**src/rtl/usb_rx_pkg.sv**
```systemverilog
// Shared types and default timing constants for the USB full-speed receive path.
package usb_rx_pkg;

    // Bit-timer control states
    typedef enum logic [1:0] {
        ST_IDLE = 2'd0,
        ST_SYNC = 2'd1,
        ST_RUN  = 2'd2
    } rx_state_e;

    // 96 MHz system clock over a 12 Mbps bit rate
    localparam int unsigned DEF_CLKS_PER_BIT = 8;
    // Clock index within a bit where D+ is sampled
    localparam int unsigned DEF_SAMPLE_POINT = 3;
    // Data bits per byte counter width
    localparam int unsigned BIT_CNT_W        = 3;

endpackage

```
**src/rtl/flex_counter.sv**
```systemverilog
// Parameterised up-counter with synchronous clear and programmable rollover back to zero.
module flex_counter #(
    parameter int unsigned NUM_CNT_BITS = 4
) (
    input  logic                    clk,
    input  logic                    n_rst,
    input  logic                    clear,
    input  logic                    count_enable,
    input  logic [NUM_CNT_BITS-1:0] rollover_val,
    output logic [NUM_CNT_BITS-1:0] count_out
);

    logic [NUM_CNT_BITS-1:0] count_q;
    logic [NUM_CNT_BITS-1:0] count_d;

    // Next count: clear wins over increment; wrap to zero after rollover_val
    always_comb begin
        count_d = count_q;
        if (clear) begin
            count_d = '0;
        end else if (count_enable) begin
            if (count_q == rollover_val) begin
                count_d = '0;
            end else begin
                count_d = count_q + NUM_CNT_BITS'(1);
            end
        end
    end

    // Count register
    always_ff @(posedge clk or negedge n_rst) begin
        if (!n_rst) begin
            count_q <= '0;
        end else begin
            count_q <= count_d;
        end
    end

    assign count_out = count_q;

endmodule

```
**src/rtl/usb_rx_timer.sv**
```systemverilog
// Recovers bit timing from D+ edges: produces the sample strobe and the byte-complete pulse.
module usb_rx_timer
    import usb_rx_pkg::*;
#(
    parameter int unsigned CLKS_PER_BIT = DEF_CLKS_PER_BIT,
    parameter int unsigned SAMPLE_POINT = DEF_SAMPLE_POINT
) (
    input  logic clk,
    input  logic n_rst,
    input  logic rcving,
    input  logic d_edge,
    input  logic stuff_bit,
    output logic shift_enable,
    output logic byte_received
);

    localparam int unsigned CNT_W = (CLKS_PER_BIT > 1) ? $clog2(CLKS_PER_BIT) : 1;
    localparam logic [CNT_W-1:0] ROLL_VAL   = CNT_W'(CLKS_PER_BIT - 1);
    localparam logic [CNT_W-1:0] SAMPLE_VAL = CNT_W'(SAMPLE_POINT);

    rx_state_e              state_q;
    rx_state_e              state_d;
    logic [BIT_CNT_W-1:0]   bit_cnt_q;
    logic [BIT_CNT_W-1:0]   bit_cnt_d;
    logic                   byte_received_q;
    logic                   byte_received_d;
    logic [CNT_W-1:0]       clk_cnt;
    logic                   cnt_clear;
    logic                   cnt_enable;
    logic                   data_shift;

    // Next state: dropping rcving returns to IDLE regardless of any edge
    always_comb begin
        state_d = state_q;
        if (!rcving) begin
            state_d = ST_IDLE;
        end else begin
            case (state_q)
                ST_IDLE: state_d = ST_SYNC;
                ST_SYNC: if (d_edge) state_d = ST_RUN;
                ST_RUN:  state_d = ST_RUN;
                default: state_d = ST_IDLE;
            endcase
        end
    end

    // Clock-in-bit counter: runs in RUN, restarts at zero on every edge or outside RUN
    always_comb begin
        cnt_enable = (state_q == ST_RUN);
        cnt_clear  = (state_d != ST_RUN) || d_edge;
    end

    flex_counter #(
        .NUM_CNT_BITS (CNT_W)
    ) u_clk_cnt (
        .clk          (clk),
        .n_rst        (n_rst),
        .clear        (cnt_clear),
        .count_enable (cnt_enable),
        .rollover_val (ROLL_VAL),
        .count_out    (clk_cnt)
    );

    // Sample strobe decoded purely from registered state and count
    assign shift_enable = (state_q == ST_RUN) && (clk_cnt == SAMPLE_VAL);

    // Data bits exclude stuffed bits
    assign data_shift = shift_enable && !stuff_bit;

    // Bit counter and byte-complete decode; both abandon a partial byte on leaving RUN
    always_comb begin
        bit_cnt_d       = bit_cnt_q;
        byte_received_d = 1'b0;
        if (state_d != ST_RUN) begin
            bit_cnt_d = '0;
        end else if (data_shift) begin
            bit_cnt_d       = bit_cnt_q + BIT_CNT_W'(1);
            byte_received_d = (bit_cnt_q == {BIT_CNT_W{1'b1}});
        end
    end

    // State, bit counter and output registers
    always_ff @(posedge clk or negedge n_rst) begin
        if (!n_rst) begin
            state_q         <= ST_IDLE;
            bit_cnt_q       <= '0;
            byte_received_q <= 1'b0;
        end else begin
            state_q         <= state_d;
            bit_cnt_q       <= bit_cnt_d;
            byte_received_q <= byte_received_d;
        end
    end

    assign byte_received = byte_received_q;

endmodule

```
**config.mk**
```make
export PLATFORM = sky130hd
export DESIGN_NAME = usb_rx_timer
export DESIGN_NICKNAME = d
export VERILOG_FILES = /design/src/rtl/usb_rx_pkg.sv /design/src/rtl/flex_counter.sv /design/src/rtl/usb_rx_timer.sv
export SDC_FILE = /design/constraint.sdc
export NUM_CORES = 1
export LEC_CHECK = 0
export CAP_MARGIN = 20
export CELL_PAD_IN_SITES_DETAIL_PLACEMENT = 0
export CELL_PAD_IN_SITES_GLOBAL_PLACEMENT = 1
export CORE_AREA = 2 2 39 41
export DETAILED_ROUTE_END_ITERATION = 12
export DIE_AREA = 0 0 41 43
export PLACE_DENSITY = 0.62
export SLEW_MARGIN = 20
export SYNTH_ARGS = -nofsm -noshare
export SYNTH_HDL_FRONTEND = slang
export SYNTH_SLANG_ARGS = --single-unit
```
**constraint.sdc**
```tcl
create_clock -name clk -period 2.5 [get_ports clk]
set_input_delay 0.5 -clock clk [delete_from_list [all_inputs] [get_ports clk]]
set_output_delay 0.5 -clock clk [all_outputs]
set_load 0.005 [all_outputs]
```
# ---- Yosys cells after proc, flatten, opt, wreduce, memory -nomap -nowiden
# Index checks and enable logic that the tools add are counted.
# Widths: inputs -> output; s select.
dict set report op_classes {
  n_mux 10
  reduce_logical 7
  n_eq_ne 6
  n_addsub 2
}
# operator count
set op_table {}
lappend op_table {{$mux 3} 5}
lappend op_table {{$add 3x1->3 const B} 2}
lappend op_table {{$eq 3x3->1 const B} 2}
lappend op_table {{$pmux 2 s3} 1}
lappend op_table {{$mux 2} 2}
lappend op_table {{$reduce_bool 2->1} 2}
lappend op_table {{$eq 3x2->1 const B} 1}
lappend op_table {{$eq 2x1->1 const B} 1}
lappend op_table {{$eq 2x2->1 const B} 1}
lappend op_table {{$logic_and 1x1->1} 2}
lappend op_table {{$logic_not 2->1} 1}
lappend op_table {{$mux 1} 2}
lappend op_table {{$ne 2x2->1 const B} 1}
lappend op_table {{$logic_not 1->1} 1}
lappend op_table {{$logic_or 1x1->1} 1}
dict set report word_totals {
  output_inout_bits 2
  word_cells 29
  reg_bits 9
}

# ---- Depth between registers and ports, before layout
# Gate-level depths: netlist of the first run.
dict set report depth {
  ltp_word 6
  mapped_depth 5
}

# ---- Cells and area by module
# From an unflattened synthesis of the first run, not the netlist that was laid out.
dict set report unflattened {
  hier_cells 50
  hier_area_um2 563.0
}
# module cells_each instances area_each_um2
set modules_own_cells {}
lappend modules_own_cells {usb_rx_timer 32 1 342.8}
lappend modules_own_cells {flex_counter 18 1 220.2}

# ---- Least setup slack after synthesis of the first run
# Ideal clock, no wire load.
dict set report synth_timing {
  path_type {reg2out}
  from {register u_clk_cnt.count_q[0] (netlist: u_clk_cnt.count_out[0])}
  to {output shift_enable}
  t_arrival_ns 0.885
  path_stages_with_launch 4
  n_path_buf 0
  required_ns 2.000
  slack_ns 1.115
  path_cell_list {dfrtp_1 > ha_1 > ha_1 > and2_1}
}
dict set report synth_between {
  elab_chain_cells 2
}
# item line
set synth_rtl {}
lappend synth_rtl {{start: declaration} flex_counter.sv:13} ;# logic [NUM_CNT_BITS-1:0] count_q;
lappend synth_rtl {{start signal: assignment} flex_counter.sv:35} ;# count_q <= count_d;
lappend synth_rtl {{$eq 3x2->1} usb_rx_timer.sv:65} ;# assign shift_enable = (state_q == ST_RUN) && (clk_cnt == SAMPLE_VAL);
lappend synth_rtl {{$logic_and 1x1->1} usb_rx_timer.sv:65}
lappend synth_rtl {{end: declaration} usb_rx_timer.sv:13} ;# output logic shift_enable,
# No other way between the ends.

# ---- Worst setup path after layout of the first run
# Ends and elaborated chain as after synthesis.

==> results by group, run 1 <==
Die
  – Initial core utilization: 0.310
  – Die Y: 43 um
  – Top Ports: 7
  – Die Area: 1760 um^2
  – Core Box Area: 1380 um^2
  – Chip width: 41 um
  – Num rows: 14

Synthesis
  – Part of the Yosys area used for sequential elements: 0.525
  – Number of nets in the synthesized netlist: 46
  – Post-synthesis register bit count: 9
  – Yosys Warn Count: 0
  – Distinct cell type count after synthesis: 15
  – Post-synthesis instance area: 429 um^2
  – Cell count after synthesis: 36
  – Mean cell area of the mapped netlist: 11.9 um^2

STA
  – Shortest clock period the worst path allows after layout: 2.10 ns
  – Maximum clock frequency: 0.475 GHz
  – Worst hold-check slack: 0.441 ns
  – Setup_tns: 0 ns
  – Headroom to the max-slew limit: 0.731
  – Setup slack after layout: 0.396 ns
  – Layout Skew: 0.00178 ns
  – Max Transition Viols Final: 0
  – Slew at the pin with the worst max-slew slack: 0.402 ns
  – Final period utilization: 0.842
  – Total count of hold-check failures in the final report: 0
  – RSZ-0062 raised after global routing: false
  – Setup violation total in the final timing report: 0

Clock network
  – Later-pin clock latency in the skew report: 0.25 ns
  – CTS resizes: 0
  – Buffer levels on the longest clock path: 2
  – CTS buffer count: 3
  – Clock edge transition at the registers on the reported setup and hold paths: 0.06 ns
  – Buffer type at the clock tree root: sky130_fd_sc_hd__clkbuf_4
  – Number of buffers added for setup after CTS: 0
  – H-tree levels: 1
  – Quantity of hold-fixing buffers added after cts: 0
  – CTS tree: built
  – # clock sinks: 9

Drt
  – Via-per-instance ratio: 4.40
  – Detailed Route Iter0 Violations: 1
  – Count of nets left with antenna violations after detail routing: 0
  – Met2 Routed Length: 355 um
  – Routed WL: 711 um
  – Routed met1 length: 305 um
  – Detail-routed net length per standard cell: 11.5 um
  – Detailed Routing Iterations Pass 1: 2
  – Post-detailed-route DRC marker count: 0
  – Met3 routed WL: 40 um
  – Detailed-route via count: 273
  – Top layer used by detailed routing: met4

Setup path
  – Nature of the critical path endpoint: output pin
  – Largest fanout on the critical path: 2
  – Critical path type: flip-flop to output pin
  – Critical Path Start Type: flip-flop
  – Arrival time of data at the critical path endpoint: 1.60 ns
  – Reg-to-reg critical path startpoint: u_clk_cnt.count_out[0]$_DFFE_PN0P_
  – Worst EP required: 2.00 ns
  – Startpoint of the most critical setup path: u_clk_cnt.count_out[0]$_DFFE_PN0P_

Finish
  – Finished layout cell area: 536 um^2
  – Post-layout util: 0.387
  – Area Growth Syn to Fin: 24.8%
  – Post-Layout Cell Count: 62
  – Final-stage net count: 57
  – Number of antenna cells inserted: 0
  – Fraction of final layout cells sized beyond drive strength 1: 0.152

Global route
  – Number of antenna violations at the first check in global routing: 0
  – Overall fraction of global-route tracks in use: 0.115
  – First-pass GRT wire length: 1.27 mm
  – Grt ovf: 0
  – Vias in the first global route: 301
  – Pin count of the biggest net entering global routing: 10

Power and ir drop
  – Total power density per cell area: 519 nW/um^2
  – Share of power burned in registers: 0.544
  – Clk pwr share: 0.388
  – Switching power of the nets: 0.0574 mW
  – Switch share: 0.207
  – Power, Total: 0.278 mW
  – Maximum VDD drop: 0.000210 V
  – Internal power: 0.220 mW
  – Comb power frac: 0.068
  – Leakage dissipation: 0.257 nW

Placed design
  – Placed wire-length estimate after detailed placement: 556 um
  – Post-placement worst setup slack: 0.653 ns
  – Buffers added on ports: 6
  – DP Cell Count: 58
  – GP Congestion: 0.669
  – Placed Area: 509 um^2

Run
  – Max_cap viols: 0

Hold path
  – Path category of the worst min-delay check: flip-flop to flip-flop
  – Worst Min Path Start: u_clk_cnt.count_out[0]$_DFFE_PN0P_

Run status
  – Outcome: finished clean
==> worst max-delay path, cell delays in order, from the launching register on <==
cell and delay [ns]:
sky130_fd_sc_hd__dfrtp_1 0.38, sky130_fd_sc_hd__ha_1 0.22, sky130_fd_sc_hd__ha_1 0.19, sky130_fd_sc_hd__and2_1 0.13
sky130_fd_sc_hd__clkdlybuf4s50_1 0.43
==> power groups by stage <==
stage	clock (mW)	sequential (mW)	combinational [mW]
after global routing	0.127	0.151	0.0214
after CTS	0.117	0.151	0.0193
after global placement	0	0.153	0.0184
after floorplan	0	0.153	0.00803
after detailed placement	0	0.154	0.0191
final	0.108	0.151	0.0189
==> final timing paths <==
check	slack [ns]	end	cells after the start
worst max-delay path	0.40	shift_enable	4
worst min register to register	0.44	u_clk_cnt.count_out[0]$_DFFE_PN0P_	1
worst min-delay path	0.44	u_clk_cnt.count_out[0]$_DFFE_PN0P_	1
min in group asynchronous	0.54	u_clk_cnt.count_out[0]$_DFFE_PN0P_	1
worst max register to register	1.16	bit_cnt_q[1]$_DFFE_PN0P_	5
max in group asynchronous	1.68	byte_received$_DFF_PN0_	1
==> area by class of cell <==
cell class,count,area [um^2]
sequential,9,225
fill,136,848
tap,16,20.0
timing repair buffer,6,60.1
inverter,4,15.0
clock buffer,4,26.3
multi-input combinational,23,189
==> cell usage after synthesis <==
library cell	number	area share
sky130_fd_sc_hd__nand2_1	1	0.0087
sky130_fd_sc_hd__xnor2_1	1	0.020
sky130_fd_sc_hd__inv_1	4	0.035
sky130_fd_sc_hd__dfrtp_1	9	0.52
sky130_fd_sc_hd__a211oi_1	1	0.017
sky130_fd_sc_hd__nand3b_1	1	0.017
sky130_fd_sc_hd__and2_1	1	0.015
sky130_fd_sc_hd__nor3_1	1	0.012
sky130_fd_sc_hd__and3b_2	1	0.023
sky130_fd_sc_hd__nor2_1	6	0.052
sky130_fd_sc_hd__o21ai_2	1	0.020
sky130_fd_sc_hd__and2b_4	1	0.023
sky130_fd_sc_hd__ha_1	5	0.15
sky130_fd_sc_hd__and4bb_4	1	0.038
sky130_fd_sc_hd__mux2i_1	2	0.047
==> state kept, by name (all words and copies together), names as in the netlist <==
register,count
u_clk_cnt.count_out,3
byte_received,1
state_q,2
bit_cnt_q,3
==> layout by cell type, fill, tap and decap left out <==
cell type,count
sky130_fd_sc_hd__a211oi_1,1
sky130_fd_sc_hd__and3b_2,1
sky130_fd_sc_hd__nand2_1,1
sky130_fd_sc_hd__clkbuf_4,3
sky130_fd_sc_hd__nand3b_1,1
sky130_fd_sc_hd__and2b_4,1
sky130_fd_sc_hd__clkbuf_1,1
sky130_fd_sc_hd__xnor2_1,1
sky130_fd_sc_hd__clkdlybuf4s50_1,6
sky130_fd_sc_hd__nor3_1,1
sky130_fd_sc_hd__nor2_1,6
sky130_fd_sc_hd__o21ai_2,1
sky130_fd_sc_hd__and2_1,1
sky130_fd_sc_hd__mux2i_1,2
sky130_fd_sc_hd__and4bb_4,1
sky130_fd_sc_hd__ha_1,5
sky130_fd_sc_hd__dfrtp_1,9
sky130_fd_sc_hd__inv_1,4
==> metal layers <==
layer,global-route usage,vias to the layer above
li1,-,137
met1,0.131,129
met2,0.166,5
met3,0.0314,2
met4,0.100,0
met5,0,-
==> kinds of logic (layout without fill, tap and decap cells) <==
| logic type | after synthesis | in the layout | share of synthesized area |
|---|---|---|---|
| and+or+nand+nor | 13 | 13 | 0.190 |
| DFF | 9 | 9 | 0.525 |
| adders and majority gates | 5 | 5 | 0.146 |
| buffers and inverters | 4 | 14 | 0.0350 |
| AOI/OAI and AO/OA | 2 | 2 | 0.0379 |
| muxes | 2 | 2 | 0.0466 |
| xor gates and xnor gates | 1 | 1 | 0.0204 |
Power figures use the tool's default switching activity.
==> inputs of run 2 (changes only) <==
--- a/config.mk
+++ b/config.mk
@@ -11,7 +11,7 @@
 export CORE_AREA = 2 2 39 41
 export DETAILED_ROUTE_END_ITERATION = 12
 export DIE_AREA = 0 0 41 43
-export PLACE_DENSITY = 0.62
+export PLACE_DENSITY = 0.64
 export SLEW_MARGIN = 20
 export SYNTH_ARGS = -nofsm -noshare
 export SYNTH_HDL_FRONTEND = slang
==> constraint.sdc (replaced) <==
create_clock -name clk -period 1.84 [get_ports clk]
set_input_delay 0.368 -clock clk [delete_from_list [all_inputs] [get_ports clk]]
set_output_delay 0.368 -clock clk [all_outputs]
set_load 0.005 [all_outputs]
==> run 2 against run 1 <==
Clock skew is 0.00066 ns lower. Setup slack worse by 0.30 ns. Global-route usage is 1.0 points lower. Via count is 0.73% lower. Sequential cell count stayed put. Total power is 37% higher. Non-clock buffer count stayed put. Critical path type unchanged. Critical endpoint unchanged. Highest routed layer unchanged.
==> results by group, run 2 (synthesis gave the netlist of run 1 again) <==
Setup path
  – Critical path type: flip-flop to output pin
  – Nature of the critical path endpoint: output pin
  – List of cells traversed by the critical path: ha_2 -> ha_1 -> and2_1 -> dlygate4sd2_1
  – Worst EP required: 1.47 ns (-0.53 ns)
  – Worst stage delay on the critical path: 0.38 ns (-0.05 ns)
  – Standard cell with the maximum stage delay on the critical path: sky130_fd_sc_hd__dfrtp_1
  – Arrival time of data at the critical path endpoint: 1.38 ns (-0.22 ns)
  – Largest fanout on the critical path: 2 (unchanged)
  – Crit-path leading delay family: flip-flops
  – Critical Path Start Type: flip-flop
  – Critical path buffer and inverter count: 1 (unchanged)

Drt
  – Detailed Routing Iterations Pass 1: 1 (-1)
  – Detailed-route via count: 271 (-0.73%)
  – Detail-routed net length per standard cell: 10.8 um (-5.6%)
  – Via-per-instance ratio: 4.37 (-0.73%)
  – Routed met1 length: 282 um (-7.5%)
  – Count of nets left with antenna violations after detail routing: 0 (unchanged)
  – Detailed Route Iter0 Violations: 0 (-1)
  – Routed WL: 671 um (-5.6%)
  – Met3 routed WL: 35 um (-13%)
  – Top layer used by detailed routing: met4
  – Met2 Routed Length: 344 um (-3.1%)
  – Post-detailed-route DRC marker count: 0 (unchanged)

STA
  – Headroom to the max-slew limit: 0.737 (+0.00622)
  – Shortest clock period the worst path allows after layout: 1.75 ns
  – RSZ-0062 raised after global routing: false
  – Setup violation total in the final timing report: 0 (unchanged)
  – Setup_tns: 0 ns (unchanged)
  – Maximum clock frequency: 0.572 GHz
  – Final period utilization: 0.950
  – Max Transition Viols Final: 0 (unchanged)
  – Layout Skew: 0.00111 ns (-0.000663 ns)
  – Slew at the pin with the worst max-slew slack: 0.393 ns (-0.00930 ns)
  – Total count of hold-check failures in the final report: 0 (unchanged)

Die
  – Initial core utilization: 0.310 (unchanged)
  – Core Box Area: 1380 um^2 (unchanged)
  – Chip width: 41 um (unchanged)
  – Num rows: 14 (unchanged)
  – Die Area: 1760 um^2 (unchanged)
  – Top Ports: 7 (unchanged)
  – Die Y: 43 um (unchanged)

Finish
  – Final-stage net count: 57 (unchanged)
  – # fillers: 138 (+1.5%)
  – Highest-count cells in the layout ignoring fill and taps: 9 x sky130_fd_sc_hd__dfrtp_1, 6 x sky130_fd_sc_hd__nor2_1, 5 x sky130_fd_sc_hd__clkdlybuf4s50_1
  – Fraction of final layout cells sized beyond drive strength 1: 0.174 (+0.0217)
  – Leading cell type in the layout, fill and taps excluded: sky130_fd_sc_hd__dfrtp_1
  – Post-layout util: 0.388 (+0.000904)
  – Register area: 225 um^2 (unchanged)
  – Area Growth Syn to Fin: 25.1%
  – Area of the multi-input gates: 191 um^2 (+1.3%)
  – Finished layout cell area: 537 um^2 (+0.23%)
  – Number of antenna cells inserted: 0 (unchanged)
  – Post-Layout Cell Count: 62 (unchanged)

Clock network
  – Later-pin clock latency in the skew report: 0.26 ns (about the same)
  – Buffer levels on the longest clock path: 2 (unchanged)
  – CTS tree: built
  – # clock sinks: 9 (unchanged)
  – CTS buffer count: 3 (unchanged)
  – H-tree levels: 1 (unchanged)
  – Clock edge transition at the registers on the reported setup and hold paths: 0.06 ns (about the same)
  – Buffer type at the clock tree root: sky130_fd_sc_hd__clkbuf_4

Run status
  – Outcome: finished clean

Placed design
  – Placed Area: 509 um^2 (unchanged)
  – Buffers added on ports: 6 (unchanged)
  – GP Congestion: 0.673 (+0.58%)
  – DP Cell Count: 58 (unchanged)
  – Placed wire-length estimate after detailed placement: 524 um (-5.8%)

Global route
  – First-pass GRT wire length: 1.15 mm (-9.2%)
  – Grt ovf: 0 (unchanged)
  – Number of antenna violations at the first check in global routing: 0 (unchanged)
  – Pin count of the biggest net entering global routing: 10 (unchanged)
  – Overall fraction of global-route tracks in use: 0.105 (-0.0103)
  – Vias in the first global route: 290 (-3.7%)

Power and ir drop
  – Total power density per cell area: 707 nW/um^2 (+36%)
  – Leakage dissipation: 0.259 nW (+0.68%)
  – Maximum VDD drop: 0.000277 V (+32%)

Hold path
  – Path category of the worst min-delay check: input pin to async pin

Run
  – Max_cap viols: 0 (unchanged)
run 2: changes by cell type in the layout (fill, tap and decap cells not counted):
cell / delta
sky130_fd_sc_hd__clkdlybuf4s50_1: -1
sky130_fd_sc_hd__dlygate4sd2_1: +1
sky130_fd_sc_hd__ha_1: -1
sky130_fd_sc_hd__ha_2: +1
run 2: worst paths after layout:
check                                                      to  cells past startpoint  slack (ns)                          startpoint
max                                              shift_enable                      4        0.09  u_clk_cnt.count_out[0]$_DFFE_PN0P_
min                        u_clk_cnt.count_out[2]$_DFFE_PN0P_                      1        0.40                               n_rst
max reg2reg                          bit_cnt_q[2]$_DFFE_PN0P_                      5        0.52  u_clk_cnt.count_out[0]$_DFFE_PN0P_
min reg2reg                u_clk_cnt.count_out[0]$_DFFE_PN0P_                      1        0.44  u_clk_cnt.count_out[0]$_DFFE_PN0P_
max in group asynchronous            bit_cnt_q[2]$_DFFE_PN0P_                      1        1.16                               n_rst
min in group clk           u_clk_cnt.count_out[0]$_DFFE_PN0P_                      1        0.44  u_clk_cnt.count_out[0]$_DFFE_PN0P_
run 2: layer usage:
metal / GRT usage / up-vias
li1: - / 138
met1: 0.117 / 126
met2: 0.147 / 5
met3: 0.0314 / 2
met4: 0.100 / 0
met5: 0 / -
run 2: worst register-to-register path, cell delays in order, from the launching register on:
cell and delay [ns]:
sky130_fd_sc_hd__dfrtp_1 0.35, sky130_fd_sc_hd__ha_2 0.18, sky130_fd_sc_hd__ha_1 0.15, sky130_fd_sc_hd__and4bb_4 0.28
sky130_fd_sc_hd__mux2i_1 0.20, sky130_fd_sc_hd__nor2_1 0.05
run 2: area by class of cell:
cell class | count | share of cell area
Sequential cell | 9 | 0.420
Clock buffer | 4 | 0.0490
Multi-Input combinational cell | 23 | 0.357
Timing Repair Buffer | 6 | 0.110
Inverter | 4 | 0.0280
Tap cell | 16 | 0.0373
run 2: repair_timing:
item,4_1_cts,5_1_grt
setup buffers,0,0
hold buffers,0,0
gates resized for setup,2,0
endpoints found under the setup margin,1,1
pin swaps,0,1
run 2: report_power, final:
group          internal [mW]  switching [mW]
registers              0.202         0.00307
logic                 0.0145          0.0111
clock network         0.0834          0.0660
run 2: per-stage QoR:
step / hold slack (ns) / setup WS, ns / power (mW)
floorplan: 0.0724 / 0.579 / 0.219
global placement: 0.424 / 0.147 / 0.233
detailed placement: 0.439 / 0.133 / 0.234
CTS: 0.406 / 0.0542 / 0.391
global route: 0.428 / 0.00178 / 0.408
finish: 0.400 / 0.0916 / 0.380
==> inputs of run 3 (changes only) <==
--- a/config.mk
+++ b/config.mk
@@ -6,7 +6,7 @@
 export NUM_CORES = 1
 export LEC_CHECK = 0
 export CAP_MARGIN = 20
-export CELL_PAD_IN_SITES_DETAIL_PLACEMENT = 0
+export CELL_PAD_IN_SITES_DETAIL_PLACEMENT = 1
 export CELL_PAD_IN_SITES_GLOBAL_PLACEMENT = 1
 export CORE_AREA = 2 2 39 41
 export DETAILED_ROUTE_END_ITERATION = 12
==> run 3 against run 2 <==
Core utilization did not move. Fmax fell by 0.84%. Critical path depth did not move. Routed wire length rose by 1.9%. Die area did not move. Cell count did not move. Clock skew barely moved.
==> results by group, run 3 (synthesis gave the netlist of run 1 again) <==
STA
  – Slew at the pin with the worst max-slew slack: 0.410 ns (+0.0170 ns)
  – RSZ-0062 raised after global routing: false
  – Setup violation total in the final timing report: 0 (unchanged)
  – Layout Skew: 0.000974 ns (-0.000139 ns)
  – Max Transition Viols Final: 0 (unchanged)
  – Setup slack after layout: 0.0768 ns (-0.0148 ns)
  – Total count of hold-check failures in the final report: 0 (unchanged)
  – Maximum clock frequency: 0.567 GHz (-0.84%)
  – Shortest clock period the worst path allows after layout: 1.76 ns (+0.0148 ns)
  – Final period utilization: 0.958 (+0.00805)
  – Headroom to the max-slew limit: 0.726 (-0.0114)
  – Setup_tns: 0 ns (unchanged)

Placed design
  – Placed wire-length estimate after detailed placement: 565 um (+7.8%)
  – Buffers added on ports: 6 (unchanged)
  – Post-placement worst setup slack: 0.127 ns (-0.00629 ns)
  – GP Congestion: 0.673 (unchanged)
  – Placed Area: 509 um^2 (unchanged)

Setup path
  – Critical path type: flip-flop to output pin
  – Arrival time of data at the critical path endpoint: 1.40 ns (+0.02 ns)
  – Critical Path Start Type: flip-flop
  – Worst EP required: 1.47 ns (about the same)
  – Largest fanout on the critical path: 2 (unchanged)
  – Nature of the critical path endpoint: output pin

Drt
  – Routed WL: 684 um (+1.9%)
  – Post-detailed-route DRC marker count: 0 (unchanged)
  – Detailed Route Iter0 Violations: 1 (+1)
  – Detail-routed net length per standard cell: 11.0 um (+1.9%)
  – Via-per-instance ratio: 4.52 (+3.3%)
  – Detailed Routing Iterations Pass 1: 2 (+1)
  – Detailed-route via count: 280 (+3.3%)
  – Count of nets left with antenna violations after detail routing: 0 (unchanged)

Finish
  – Finished layout cell area: 537 um^2 (unchanged)
  – Final-stage net count: 57 (unchanged)
  – Fraction of final layout cells sized beyond drive strength 1: 0.174 (unchanged)
  – Leading cell type in the layout, fill and taps excluded: sky130_fd_sc_hd__dfrtp_1
  – Number of antenna cells inserted: 0 (unchanged)
  – Area Growth Syn to Fin: 25.1% (unchanged)
  – Highest-count cells in the layout ignoring fill and taps: 9 x sky130_fd_sc_hd__dfrtp_1, 6 x sky130_fd_sc_hd__nor2_1, 5 x sky130_fd_sc_hd__clkdlybuf4s50_1

Die
  – Chip width: 41 um (unchanged)
  – Initial core utilization: 0.310 (unchanged)
  – Num rows: 14 (unchanged)
  – Die Area: 1760 um^2 (unchanged)
  – Top Ports: 7 (unchanged)
  – Die Y: 43 um (unchanged)
  – Core Box Area: 1380 um^2 (unchanged)

Global route
  – Grt ovf: 0 (unchanged)
  – Pin count of the biggest net entering global routing: 10 (unchanged)
  – Vias in the first global route: 294 (+1.4%)
  – First-pass GRT wire length: 1.10 mm (-4.8%)
  – Overall fraction of global-route tracks in use: 0.0926 (-0.0121)
  – Number of antenna violations at the first check in global routing: 0 (unchanged)

Clock network
  – Later-pin clock latency in the skew report: 0.25 ns (about the same)
  – CTS buffer count: 3 (unchanged)
  – Buffer type at the clock tree root: sky130_fd_sc_hd__clkbuf_4
  – Clock edge transition at the registers on the reported setup and hold paths: 0.06 ns (about the same)
  – H-tree levels: 1 (unchanged)
  – # clock sinks: 9 (unchanged)
  – Quantity of hold-fixing buffers added after cts: 0 (unchanged)
  – CTS tree: built
  – Buffer levels on the longest clock path: 2 (unchanged)

Power and ir drop
  – Total power density per cell area: 699 nW/um^2 (-1.2%)
  – Leakage dissipation: 0.259 nW (about the same)
  – Maximum VDD drop: 0.000267 V (-3.7%)

Run status
  – Outcome: finished clean

Hold path
  – Path category of the worst min-delay check: input pin to async pin

Run
  – Max_cap viols: 0 (unchanged)
[run 3: cell counts in the layout (fill, tap and decap cells not counted)]
No cell type changed its count.
[run 3: final timing paths]
path                                                       to  slack, ns                                from  cells past startpoint
hold reg to reg            u_clk_cnt.count_out[0]$_DFFE_PN0P_       0.45  u_clk_cnt.count_out[0]$_DFFE_PN0P_                      1
hold / removal                           state_q[0]$_DFF_PN0_       0.41                               n_rst                      1
setup / recovery                                 shift_enable       0.08  u_clk_cnt.count_out[0]$_DFFE_PN0P_                      4
min in group clk           u_clk_cnt.count_out[0]$_DFFE_PN0P_       0.45  u_clk_cnt.count_out[0]$_DFFE_PN0P_                      1
setup reg to reg                     bit_cnt_q[1]$_DFFE_PN0P_       0.51  u_clk_cnt.count_out[0]$_DFFE_PN0P_                      5
max in group asynchronous            bit_cnt_q[0]$_DFFE_PN0P_       1.14                               n_rst                      1
[run 3: stage by stage]
step / total power [mW] / hold slack, ns / std cells / util
after global placement: 0.233 / 0.424 / 58 / 0.368
final: 0.375 / 0.415 / 62 / 0.388
after global routing: 0.399 / 0.426 / 62 / 0.388
after floorplan: 0.219 / 0.0724 / 36 / -
after detailed placement: 0.235 / 0.446 / 58 / 0.368
after CTS: 0.386 / 0.413 / 62 / 0.388
[run 3: per-layer routing]
metal	part of all wire	GRT usage	wire (um)	vias to the layer above
met1	0.48	0.111	326	137
met3	0.034	0.0157	23	0
met2	0.49	0.144	333	5
met5	0	0	0	-
met4	0	0.0600	0	0
li1	-	-	-	138
[run 3: critical path, stage by stage, from the launching register on]
cell and delay [ns]:
sky130_fd_sc_hd__dfrtp_1 0.38, sky130_fd_sc_hd__ha_2 0.20, sky130_fd_sc_hd__ha_1 0.18, sky130_fd_sc_hd__and2_1 0.13, sky130_fd_sc_hd__dlygate4sd2_1 0.25
[run 3: what timing repair did]
action	CTS	global route
buffers inserted	0	0
gates resized for setup	2	0
setup endpoints to repair	1	0
[run 3: power by group]
part | total (mW) | internal, mW | switching, mW
Combinational | 0.0256 | 0.0145 | 0.0111
Clock | 0.144 | 0.0831 | 0.0613
Sequential | 0.205 | 0.202 | 0.00347
Total | 0.375 | 0.299 | 0.0759
[run 3: area by class of cell]
class                   instances  area (um^2)
fillers                       154          847
flip-flops and latches          9          225
multi-input cells              23          191
repair buffers                  6         58.8
clock buffers                   4         26.3
well taps                      16         20.0
inverters                       4         15.0
